$ cat config.mk
export PLATFORM = sky130hd
export DESIGN_NAME = airlock_input_conditioner
export DESIGN_NICKNAME = d
export VERILOG_FILES = /design/src/rtl/airlock_input_conditioner.sv
export SDC_FILE = /design/constraint.sdc
export NUM_CORES = 1
export LEC_CHECK = 0
export ABC_AREA = 1
export BUFFER_PORTS_ARGS = -buffer_cell sky130_fd_sc_hd__buf_2
export CORE_MARGIN = 3
export CORE_UTILIZATION = 40
export CTS_CLUSTER_DIAMETER = 80
export CTS_CLUSTER_SIZE = 24
export DETAILED_ROUTE_END_ITERATION = 10
export PLACE_DENSITY_LB_ADDON = 0.15
export SYNTH_ARGS = -nofsm -noshare
export SYNTH_HDL_FRONTEND = slang
export SYNTH_SLANG_ARGS = --single-unit
export TNS_END_PERCENT = 1
$ cat constraint.sdc
create_clock -name clk -period 1.4 [get_ports clk]
set_input_delay 0.28 -clock clk [delete_from_list [all_inputs] [get_ports clk]]
set_output_delay 0.28 -clock clk [all_outputs]
set_load 0.005 [all_outputs]
$ cat src/rtl/airlock_input_conditioner.sv
// Input conditioning and time base: per-bit polarity fix, 2-flop sync, debounce with
// press/release pulses, plus a single-cycle tick every TICK_DIV clocks.
module airlock_input_conditioner #(
   parameter int unsigned          N_IN      = 4,
   parameter logic [N_IN-1:0]      INVERT    = {N_IN{1'b1}},
   parameter int unsigned          DB_CYCLES = 250000,
   parameter int unsigned          TICK_DIV  = 50000000
) (
   input  logic            clk,
   input  logic            reset,
   input  logic [N_IN-1:0] raw_in,
   input  logic            tick_clr,
   output logic [N_IN-1:0] level,
   output logic [N_IN-1:0] press,
   // "release" is a reserved word, hence the suffix
   output logic [N_IN-1:0] release_pulse,
   output logic            tick
);

   localparam int unsigned CNT_W = $clog2(DB_CYCLES + 1);
   localparam int unsigned DIV_W = $clog2(TICK_DIV);
   localparam logic [CNT_W-1:0] CNT_MAX = CNT_W'(DB_CYCLES - 1);
   localparam logic [DIV_W-1:0] DIV_MAX = DIV_W'(TICK_DIV - 1);

   logic [N_IN-1:0]             s1_q, s1_d;
   logic [N_IN-1:0]             s2_q, s2_d;
   logic [N_IN-1:0]             level_q, level_d;
   logic [N_IN-1:0]             press_q, press_d;
   logic [N_IN-1:0]             release_q, release_d;
   logic [N_IN-1:0][CNT_W-1:0]  cnt_q, cnt_d;
   logic [DIV_W-1:0]            div_q, div_d;
   logic                        tick_q, tick_d;

   always_comb begin
      s1_d      = raw_in ^ INVERT;
      s2_d      = s1_q;
      level_d   = level_q;
      press_d   = '0;
      release_d = '0;
      cnt_d     = cnt_q;
      for (int i = 0; i < int'(N_IN); i++) begin
         if (s2_q[i] == level_q[i]) begin
            cnt_d[i] = '0;
         end else if (cnt_q[i] == CNT_MAX) begin
            level_d[i]   = s2_q[i];
            cnt_d[i]     = '0;
            press_d[i]   = s2_q[i];
            release_d[i] = ~s2_q[i];
         end else begin
            cnt_d[i] = cnt_q[i] + CNT_W'(1);
         end
      end

      // Restart has priority over wrap so a started timer gets a full first period
      if (tick_clr) begin
         div_d  = '0;
         tick_d = 1'b0;
      end else if (div_q == DIV_MAX) begin
         div_d  = '0;
         tick_d = 1'b1;
      end else begin
         div_d  = div_q + DIV_W'(1);
         tick_d = 1'b0;
      end
   end

   always_ff @(posedge clk) begin
      if (reset) begin
         s1_q      <= '0;
         s2_q      <= '0;
         level_q   <= '0;
         press_q   <= '0;
         release_q <= '0;
         cnt_q     <= '0;
         div_q     <= '0;
         tick_q    <= 1'b0;
      end else begin
         s1_q      <= s1_d;
         s2_q      <= s2_d;
         level_q   <= level_d;
         press_q   <= press_d;
         release_q <= release_d;
         cnt_q     <= cnt_d;
         div_q     <= div_d;
         tick_q    <= tick_d;
      end
   end

   assign level         = level_q;
   assign press         = press_q;
   assign release_pulse = release_q;
   assign tick          = tick_q;

endmodule

==> results of run 1 <==
-- layer usage --
| layer | up-vias | global-route usage, % | share of wire (%) |
|---|---|---|---|
| met5 | - | 0 | 0 |
| met3 | 8 | 4.72 | 3.9 |
| li1 | 2835 | - | - |
| met1 | 2341 | 22.6 | 51 |
| met4 | 0 | 4.73 | 0.94 |
| met2 | 66 | 25.3 | 44 |
-- cell usage after synthesis, types with 6 or more instances --
cell type | instances | share of area, %
a21oi_1 | 36 | 3.1
buf_6 | 6 | 1.2
dfxtp_1 | 119 | 41
inv_1 | 99 | 6.4
nand2_1 | 217 | 14
nand3_1 | 52 | 4.5
nand4_1 | 7 | 0.75
nor2_1 | 200 | 13
nor2_2 | 15 | 1.6
nor3_1 | 6 | 0.52
o21ai_0 | 14 | 1.2
xnor2_1 | 13 | 2.0
xor2_1 | 25 | 3.8
-- flip-flops by register name, indices dropped and copies added, names as in the netlist --
register and flops:
cnt_q 72, div_q 26, level 4, press 4
release_pulse 4, s1_q 4, s2_q 4, tick 1
-- repair_timing --
item / CTS / global route
gates resized for setup: 2 / 58
hold buffers: 0 / 0
gates cloned: 0 / 3
endpoints found under the setup margin: 12 / 105
pin swaps: 0 / 12
buffers inserted: 0 / 0
-- worst max path at each step --
stage	start	endpoint	slack [ps]	depth (start not counted)
2_1_floorplan	cnt_q[54]$_SDFF_PP0_	cnt_q[64]$_SDFF_PP0_	7	9
5_1_grt	div_q[1]$_SDFF_PP0_	div_q[23]$_SDFF_PP0_	-110	9
3_3_place_gp	reset	cnt_q[9]$_SDFF_PP0_	10	7
4_1_cts	div_q[0]$_SDFF_PP0_	div_q[18]$_SDFF_PP0_	5	8
3_5_place_dp	cnt_q[54]$_SDFF_PP0_	cnt_q[64]$_SDFF_PP0_	-10	8
6_report	div_q[1]$_SDFF_PP0_	div_q[14]$_SDFF_PP0_	-20	9
-- through the flow --
| step | cell area [sq um] | utilization, % |
|---|---|---|
| floorplan | 5810 | - |
| global placement | 6470 | 46.1 |
| detailed placement | 6470 | 46.1 |
| CTS | 7100 | 50.5 |
| global route | 7340 | 52.3 |
| finish | 7340 | 52.3 |
-- where the power goes --
| group | switching [mW] | internal [mW] |
|---|---|---|
| combinational | 0.0890 | 0.0682 |
| sequential | 0.0101 | 3.41 |
| clock | 1.48 | 3.04 |
-- cell type report --
cell class	count	area [sq um]
Clock buffer	21	460
Clock inverter	9	150
Fill cell	1387	6700
Inverter	103	393
Multi-Input combinational cell	632	3160
Sequential cell	119	2390
Tap cell	180	225
Timing Repair Buffer	72	559
-- cells in the final DEF, fill, tap and decap left out, types with 3 or more instances in the layout --
master / netlist / routed
nand3_2: 4 / 7
dfxtp_2: 0 / 7
nand2_2: 5 / 7
ha_2: 0 / 3
bufinv_16: 0 / 4
nor2_4: 2 / 8
buf_4: 0 / 46
a21oi_1: 36 / 34
nor2_1: 200 / 184
or2_0: 5 / 5
o21bai_1: 3 / 3
o21ai_0: 14 / 11
nor3_1: 6 / 6
nand3_1: 52 / 48
clkbuf_16: 0 / 18
xnor2_1: 13 / 13
xor2_1: 25 / 25
clkinv_2: 1 / 4
or2_2: 5 / 5
inv_1: 99 / 98
buf_2: 1 / 19
a21oi_2: 4 / 5
nand2_1: 217 / 213
buf_12: 0 / 3
buf_6: 6 / 3
nor2_2: 15 / 25
inv_2: 2 / 3
nand4_1: 7 / 7
dfxtp_1: 119 / 112
nand2_4: 2 / 3
-- logic make-up (layout without fill, tap and decap cells) --
kind of cell	Yosys count	after routing	synth area share, %
buffers and inverters	110	205	7.97
flip-flops	119	119	41.0
AO/OA/AOI/OAI	58	58	5.62
AND/OR/NAND/NOR	530	531	38.6
adder cells (fa/ha/maj)	5	5	1.08
XOR/XNOR	38	38	5.73
==> out/metrics.csv, run 1 <==
metric;value;unit
synth_cell_types;33;
drive_gt1_share;19.1;%
clk_pin_slew_worst_paths;50;ps
worst_pin_slew;397;ps
fp.dieW;126;um
core_area;0.0140;sq mm
drtIter0Drc;350;
portBuffers;19;
crit_chain;ha_4 > nand2_4 > nor2_4 > nand2_2 > nor2_2 > nand3_2 > nand2_4 > buf_12 > a21oi_1;
syn_nets;872;
holdPathStages;2;
htreeDepth;4;
critical_path_class;flip-flop to flip-flop;
leakage;2.52;nW
cts_max_path_buffers;2;
grt_pass1_wl;21700;um
max_stage_delay;350;ps
final.period_utilization;101;%
area_growth_syn_to_layout;26.4;%
dp_hpwl;9140;um
synth_cells;860;
grt_pass1_vias;4908;
whs_endpoint;s1_q[3]$_SDFF_PP0_;
powerDensity;1100;mW/mm^2
clock-skew-final;7.50;ps
final-max-slew-violation-count;0;
via_per_inst;4.62;
setup_viol;12;
wire_per_inst;11.2;um
die_h;126;um
r2r_setup_slack;-20;ps
hold_viol;0;
synthFlopType;dfxtp_1;
antenna_found_initial;0;
worstRegToRegCells;9;
path_buf_inv;1;
status;finished, violations left;
clock-sinks;119;
r2r_end;div_q[14]$_SDFF_PP0_;
nets;957;
dieArea;0.0160;sq mm
crit_path_max_fanout;9;
violations;setup timing;
critPathCaptureType;flip-flop;
fin_cells;1136;
clk_latency;410;ps
placementRows;43;
hold_ws;22.7;ps
cts_tree;built;
routabilityCongestion;0.859;
reg2reg_from;div_q[1]$_SDFF_PP0_;
critPathLaunchType;flip-flop;
synth_area;0.00581;sq mm
grt_max_degree;19;
setup_ws;-17.6;ps
root_buffer;clkbuf_16;
antenna_left;0;
arrival;1710;ps
ys_seq_area_share;41.0;%
track_usage;16.4;%
hold_path_class;input port to flip-flop;
vias;5250;
finalCriticalPeriod;1420;ps
routed_wl;12700;um
cp_top_family;simple AND/OR/NAND/NOR gates;
synth_edf_count;0;
pre_cts_ws;-12.9;ps
gr-total-overflow;0;
tns;-140;ps
timing.fmax;705;MHz
drc_errors;0;
dp.cells;1103;
peakVddDrop;0.800;mV
avgSynthCellArea;6.75;sq um
power.total;8.09;mW
cpMostUsedCell;nand2_4;
yosysWarnings;0;
dr.pass1.iters;6;
cp_slowest_cell;dfxtp_2;
max_slew_margin;73.2;%
io_pins;20;
min_from;raw_in[3];
required;1700;ps
drv_cap;0;
async_flop_share;0;%
synth-seq-cells;119;
diodes;0;
cts_buffers;17;
rsz0062_at_grt;true;
initial_core_util;41.4;%
(Power assumes the default switching activity.)
==> run 2: changes to the inputs <==
--- a/config.mk
+++ b/config.mk
@@ -7,6 +7,7 @@
 export LEC_CHECK = 0
 export ABC_AREA = 1
 export BUFFER_PORTS_ARGS = -buffer_cell sky130_fd_sc_hd__buf_2
+export CORE_ASPECT_RATIO = 1.5
 export CORE_MARGIN = 3
 export CORE_UTILIZATION = 40
 export CTS_CLUSTER_DIAMETER = 80
==> run 2 against run 1 <==
  * Sequential power hardly changed
  * Critical path type unchanged
  * Final area is 2.7% higher
  * Sequential cell count stayed put
  * Critical path depth is 2 lower
  * Largest power group unchanged
  * Fmax is 1.5% higher
  * Via count is 1.6% higher
  * Count of clock-buffer cells in the layout is 4 higher
  * The run now ends clean
  * First-iteration DRC count is 54% lower
  * Worst hold slack worse by 11 ps
  * Routed wire length is 4.5% higher
  * Global-route usage is 0.36 points higher
  * Non-clock buffer count is 1 lower
==> out/metrics.csv, run 2 (same netlist as run 1, synthesis figures left out) <==
metric;value;unit
clock-sinks;119;
nFillCells;1427;
track_usage;16.8;%
clk_latency;410;ps
cts_max_path_buffers;2;
final_cell_mix;213 x nand2_1, 174 x nor2_1, 102 x dfxtp_1;
grt_pass1_vias;5063;
antenna_found_initial;0;
fp.dieW;104;um
r2r_end;cnt_q[3]$_SDFF_PP0_;
required;1710;ps
critPathCaptureType;flip-flop;
detailed_place.area;0.00646;sq mm
core_area;0.0141;sq mm
initial_core_util;41.1;%
seq_area;0.00240;sq mm
dr.pass1.iters;4;
hold_viol;0;
drv_cap;0;
power_frac_clock;56.8;%
diodes;0;
routabilityCongestion;0.818;
swShare;19.5;%
gr-total-overflow;0;
rsz0062_at_grt;true;
critPathLaunchType;flip-flop;
crit_path_max_fanout;5;
arrival;1700;ps
cts_tree;built;
switchingPower;1.60;mW
final-max-slew-violation-count;0;
drive_gt1_share;22.2;%
setup.worst_path.end;cnt_q[3]$_SDFF_PP0_;
drtIter0Drc;161;
r2r_setup_slack;3;ps
holdBufCountCts;0;
largest-register;cnt_q;
antenna_left;0;
setup_ws;2.99;ps
vias;5334;
cts_buffers;17;
fin_area;0.00754;sq mm
via_per_inst;4.64;
critical_path_class;flip-flop to flip-flop;
portBuffers;19;
internal_power;6.63;mW
finalCriticalPeriod;1400;ps
final_util;53.4;%
timing.fmax;716;MHz
clock-skew-final;7.93;ps
grt_max_degree;25;
powerDensity;1090;mW/mm^2
peakVddDrop;0.666;mV
htreeDepth;4;
pre_cts_ws;-62.8;ps
placementRows;53;
die_h;154;um
reg2reg_from;cnt_q[1]$_SDFF_PP0_;
worstRegToRegCells;7;
wire_per_inst;11.5;um
dp_hpwl;9570;um
hold_ws;11.6;ps
root_buffer;clkbuf_16;
status;finished clean;
drc_errors;0;
comb_power_share;1.7;%
grt_pass1_wl;22100;um
area_growth_syn_to_layout;29.8;%
setup_viol;0;
worst_pin_slew;432;ps
crit_start;cnt_q[1]$_SDFF_PP0_;
seq_power_share;41.5;%
reg_top3;cnt_q: 72 flops, div_q: 26 flops;
final.period_utilization;99.8;%
mostFrequentLayoutCell;nand2_1;
leakage;2.55;nW
largest_reg_flops;72;
dieArea;0.0160;sq mm
hold_path_class;input port to flip-flop;
multi_input_area;0.00330;sq mm
holdPathStages;2;
routed_wl;13300;um
nets;957;
clk_pin_slew_worst_paths;50;ps
power.total;8.24;mW
io_pins;20;
max_slew_margin;70.9;%
[run 2: cell count changes in the layout (fill, tap and decap cells not counted), sizes merged]
cell / delta
clkbuf: +4
clkinvlp: -2
buf: -1
inv: +1
[run 2: cell type report]
| cell class | instances | share of cell area (%) |
|---|---|---|
| inverter | 103 | 5.24 |
| timing repair buffer | 71 | 7.38 |
| sequential | 119 | 31.9 |
| timing repair inverter | 1 | 0.0830 |
| clock inverter | 7 | 1.84 |
| multi-input combinational | 632 | 43.8 |
| clock buffer | 25 | 6.57 |
| tap | 192 | 3.19 |
[run 2: critical path, cell delays in order, from the launching register on]
cell	delay (ps)
dfxtp_2	350
ha_4	150
nand3_4	110
inv_4	100
nand3_4	90
o21bai_4	260
clkbuf_16	200
a21oi_1	40
[run 2: layer usage]
layer	GRT usage (%)	vias up	wire, um
li1	-	2842	-
met1	18.0	2421	5570
met2	31.1	55	7130
met3	3.65	16	317
met4	7.92	0	256
met5	0	-	0
[run 2: how the worst min path moves through the flow]
stage | endpoint | slack, ps | startpoint
after global routing | s1_q[3]$_SDFF_PP0_ | 10 | raw_in[3]
after global placement | s2_q[3]$_SDFF_PP0_ | 390 | s1_q[3]$_SDFF_PP0_
after detailed placement | s2_q[3]$_SDFF_PP0_ | 390 | s1_q[3]$_SDFF_PP0_
final | s1_q[3]$_SDFF_PP0_ | 10 | raw_in[3]
after CTS | s1_q[3]$_SDFF_PP0_ | 1 | raw_in[3]
after floorplan | s1_q[3]$_SDFF_PP0_ | 350 | raw_in[3]
[run 2: repair_timing]
item	CTS	global route
setup endpoints to repair	66	108
gates cloned	0	3
resized for setup	7	94
pin swaps	1	21
buffers inserted	0	5
[run 2: power groups by stage]
stage	Combinational, mW	Clock (mW)	Sequential [mW]
after CTS	0.124	4.77	3.41
after floorplan	0.0740	0	3.49
final	0.140	4.68	3.42
after detailed placement	0.119	0	3.49
after global placement	0.118	0	3.49
after global routing	0.155	4.91	3.42
[run 2: per-stage QoR]
stage / std cells / setup TNS, ps
CTS: 1143 / -51.5
floorplan: 860 / 0
global route: 1150 / -1230
global placement: 1111 / -611
detailed placement: 1111 / -851
finish: 1150 / 0
==> run 3: changes to the inputs <==
--- a/config.mk
+++ b/config.mk
@@ -9,7 +9,7 @@
 export BUFFER_PORTS_ARGS = -buffer_cell sky130_fd_sc_hd__buf_2
 export CORE_ASPECT_RATIO = 1.5
 export CORE_MARGIN = 3
-export CORE_UTILIZATION = 40
+export CORE_UTILIZATION = 45
 export CTS_CLUSTER_DIAMETER = 80
 export CTS_CLUSTER_SIZE = 24
 export DETAILED_ROUTE_END_ITERATION = 10
==> run 3 against run 2 <==
  * Setup slack better by 17 ps
  * Critical path depth grew 2
  * Sequential cell count is the same
  * Worst hold slack improved by 8.4 ps
  * Sequential power hardly changed
  * Utilization is 4.7 points higher
==> out/metrics.csv, run 3 (same netlist as run 1, synthesis figures left out) <==
metric;value;unit
fp.dieW;98.8;um
via_per_inst;4.74;
reg_top3;cnt_q: 72 flops, div_q: 26 flops;
drc_errors;0;
crit_start;cnt_q[19]$_SDFF_PP0_;
root_buffer;clkbuf_16;
path_buf_inv;3;
core_area;0.0126;sq mm
detailed_place.area;0.00636;sq mm
clk_pin_slew_worst_paths;50;ps
crit_path_max_fanout;7;
rsz0062_at_grt;true;
cts_buffers;17;
clock-sinks;119;
drv_cap;0;
routabilityCongestion;0.907;
hold_path_class;input port to flip-flop;
fin_area;0.00730;sq mm
powerDensity;1030;mW/mm^2
gr-total-overflow;0;
mostFrequentLayoutCell;nand2_1;
r2r_setup_slack;20;ps
min_from;raw_in[3];
worst_pin_slew;473;ps
drive_gt1_share;20.1;%
status;finished clean;
routed_wl;12700;um
cp_slowest_cell;dfxtp_4;
area_growth_syn_to_layout;25.7;%
wire_per_inst;11.4;um
peakVddDrop;0.903;mV
cpMostUsedCell;nor2_4;
final.period_utilization;98.5;%
grt_max_degree;19;
antenna_left;0;
nFillCells;1233;
worstRegToRegCells;9;
r2r_end;cnt_q[29]$_SDFF_PP0_;
antenna_found_initial;0;
die_h;145;um
track_usage;17.9;%
diodes;0;
final-max-slew-violation-count;0;
final_util;58.1;%
timing.fmax;725;MHz
largest-register;cnt_q;
initial_core_util;46.2;%
dieArea;0.0143;sq mm
drtIter0Drc;147;
vias;5256;
crit_chain;ha_4 > nand3_4 > inv_4 > nand3_2 > nor2_4 > nor2_4 > buf_12 > inv_8 > nor2_1;
clock-skew-final;6.87;ps
grt_pass1_vias;4976;
nets;953;
max_slew_margin;68.1;%
max_stage_delay;360;ps
leakage;2.46;nW
final_cell_mix;213 x nand2_1, 182 x nor2_1, 106 x dfxtp_1;
dr.pass1.iters;4;
whs_endpoint;s1_q[3]$_SDFF_PP0_;
placementRows;50;
arrival;1670;ps
critPathLaunchType;flip-flop;
finalCriticalPeriod;1380;ps
reg2reg_from;cnt_q[19]$_SDFF_PP0_;
critPathCaptureType;flip-flop;
hold_viol;0;
holdPathStages;2;
cts_tree;built;
clk_latency;410;ps
grt_pass1_wl;21300;um
largest_reg_flops;72;
cts_max_path_buffers;2;
portBuffers;19;
dp_hpwl;9140;um
setup_viol;0;
cp_top_family;simple AND/OR/NAND/NOR gates;
io_pins;20;
critical_path_class;flip-flop to flip-flop;
htreeDepth;4;
required;1690;ps
[run 3: changes by cell type in the layout (fill, tap and decap cells not counted), moves of 5 or more]
| cell | delta |
|---|---|
| nor2_1 | +8 |
| nor2_4 | +5 |
| dfxtp_2 | -5 |
| nand3_2 | -5 |
| nand3_1 | +6 |
| nor2_2 | -13 |
[run 3: repair_timing]
| action | CTS | global route |
|---|---|---|
| gates cloned | 1 | 3 |
| buffers inserted | 1 | 5 |
| hold buffers | 0 | 0 |
| pin swaps | 6 | 17 |
| gates resized for setup | 20 | 69 |
| setup endpoints to repair | 71 | 109 |
[run 3: metal layers]
metal  share of wire (%)  global-route usage (%)  routed length, um
met1                  43                    20.0               5510
met2                  52                    32.1               6540
met3                 2.1                    3.42                266
met4                 2.8                    8.34                355
met5                   0                       0                  0
[run 3: area by class of cell]
cell class	count	area [sq um]	share of cell area (%)
multi-input combinational	634	3280	44.9
sequential	119	2400	32.9
timing repair buffer	65	482	6.60
clock buffer	17	425	5.83
inverter	103	394	5.40
tap	156	195	2.67
clock inverter	14	113	1.54
timing repair inverter	1	11.3	0.154
[run 3: worst reg2reg max path, cell delays in order (launching register included)]
cell	delay (ps)
dfxtp_4	360
ha_4	160
nand3_4	100
inv_4	80
nand3_2	90
nor2_4	150
nor2_4	80
buf_12	160
inv_8	60
nor2_1	40
[run 3: worst max path at each step]
| stage | slack (ps) | cells past startpoint | endpoint |
|---|---|---|---|
| after global placement | -40 | 8 | level[0]$_SDFFE_PP0P_ |
| after floorplan | 7 | 9 | cnt_q[64]$_SDFF_PP0_ |
| final | 20 | 9 | cnt_q[29]$_SDFF_PP0_ |
| after CTS | -10 | 9 | div_q[18]$_SDFF_PP0_ |
| after detailed placement | -90 | 8 | div_q[11]$_SDFF_PP0_ |
| after global routing | -50 | 9 | cnt_q[33]$_SDFF_PP0_ |
[run 3: stage by stage]
stage,setup TNS (ps),hold slack (ps),worst slack [ps],instances,power [mW]
floorplan,0,347,6.80,860,3.56
global placement,-530,399,-39.3,1069,3.61
detailed placement,-1960,407,-85.9,1069,3.61
CTS,-19.9,8.24,-13.2,1102,7.58
global route,-751,12.9,-50.3,1109,7.78
finish,0,20.0,20.4,1109,7.50
[run 3: where the power goes]
part / internal, mW / total (mW) / switching (mW) / leakage (nW)
sequential: 3.41 / 3.42 / 0.0106 / 0.967
clock: 2.40 / 3.94 / 1.54 / 0.260
combinational: 0.0606 / 0.148 / 0.0874 / 1.23
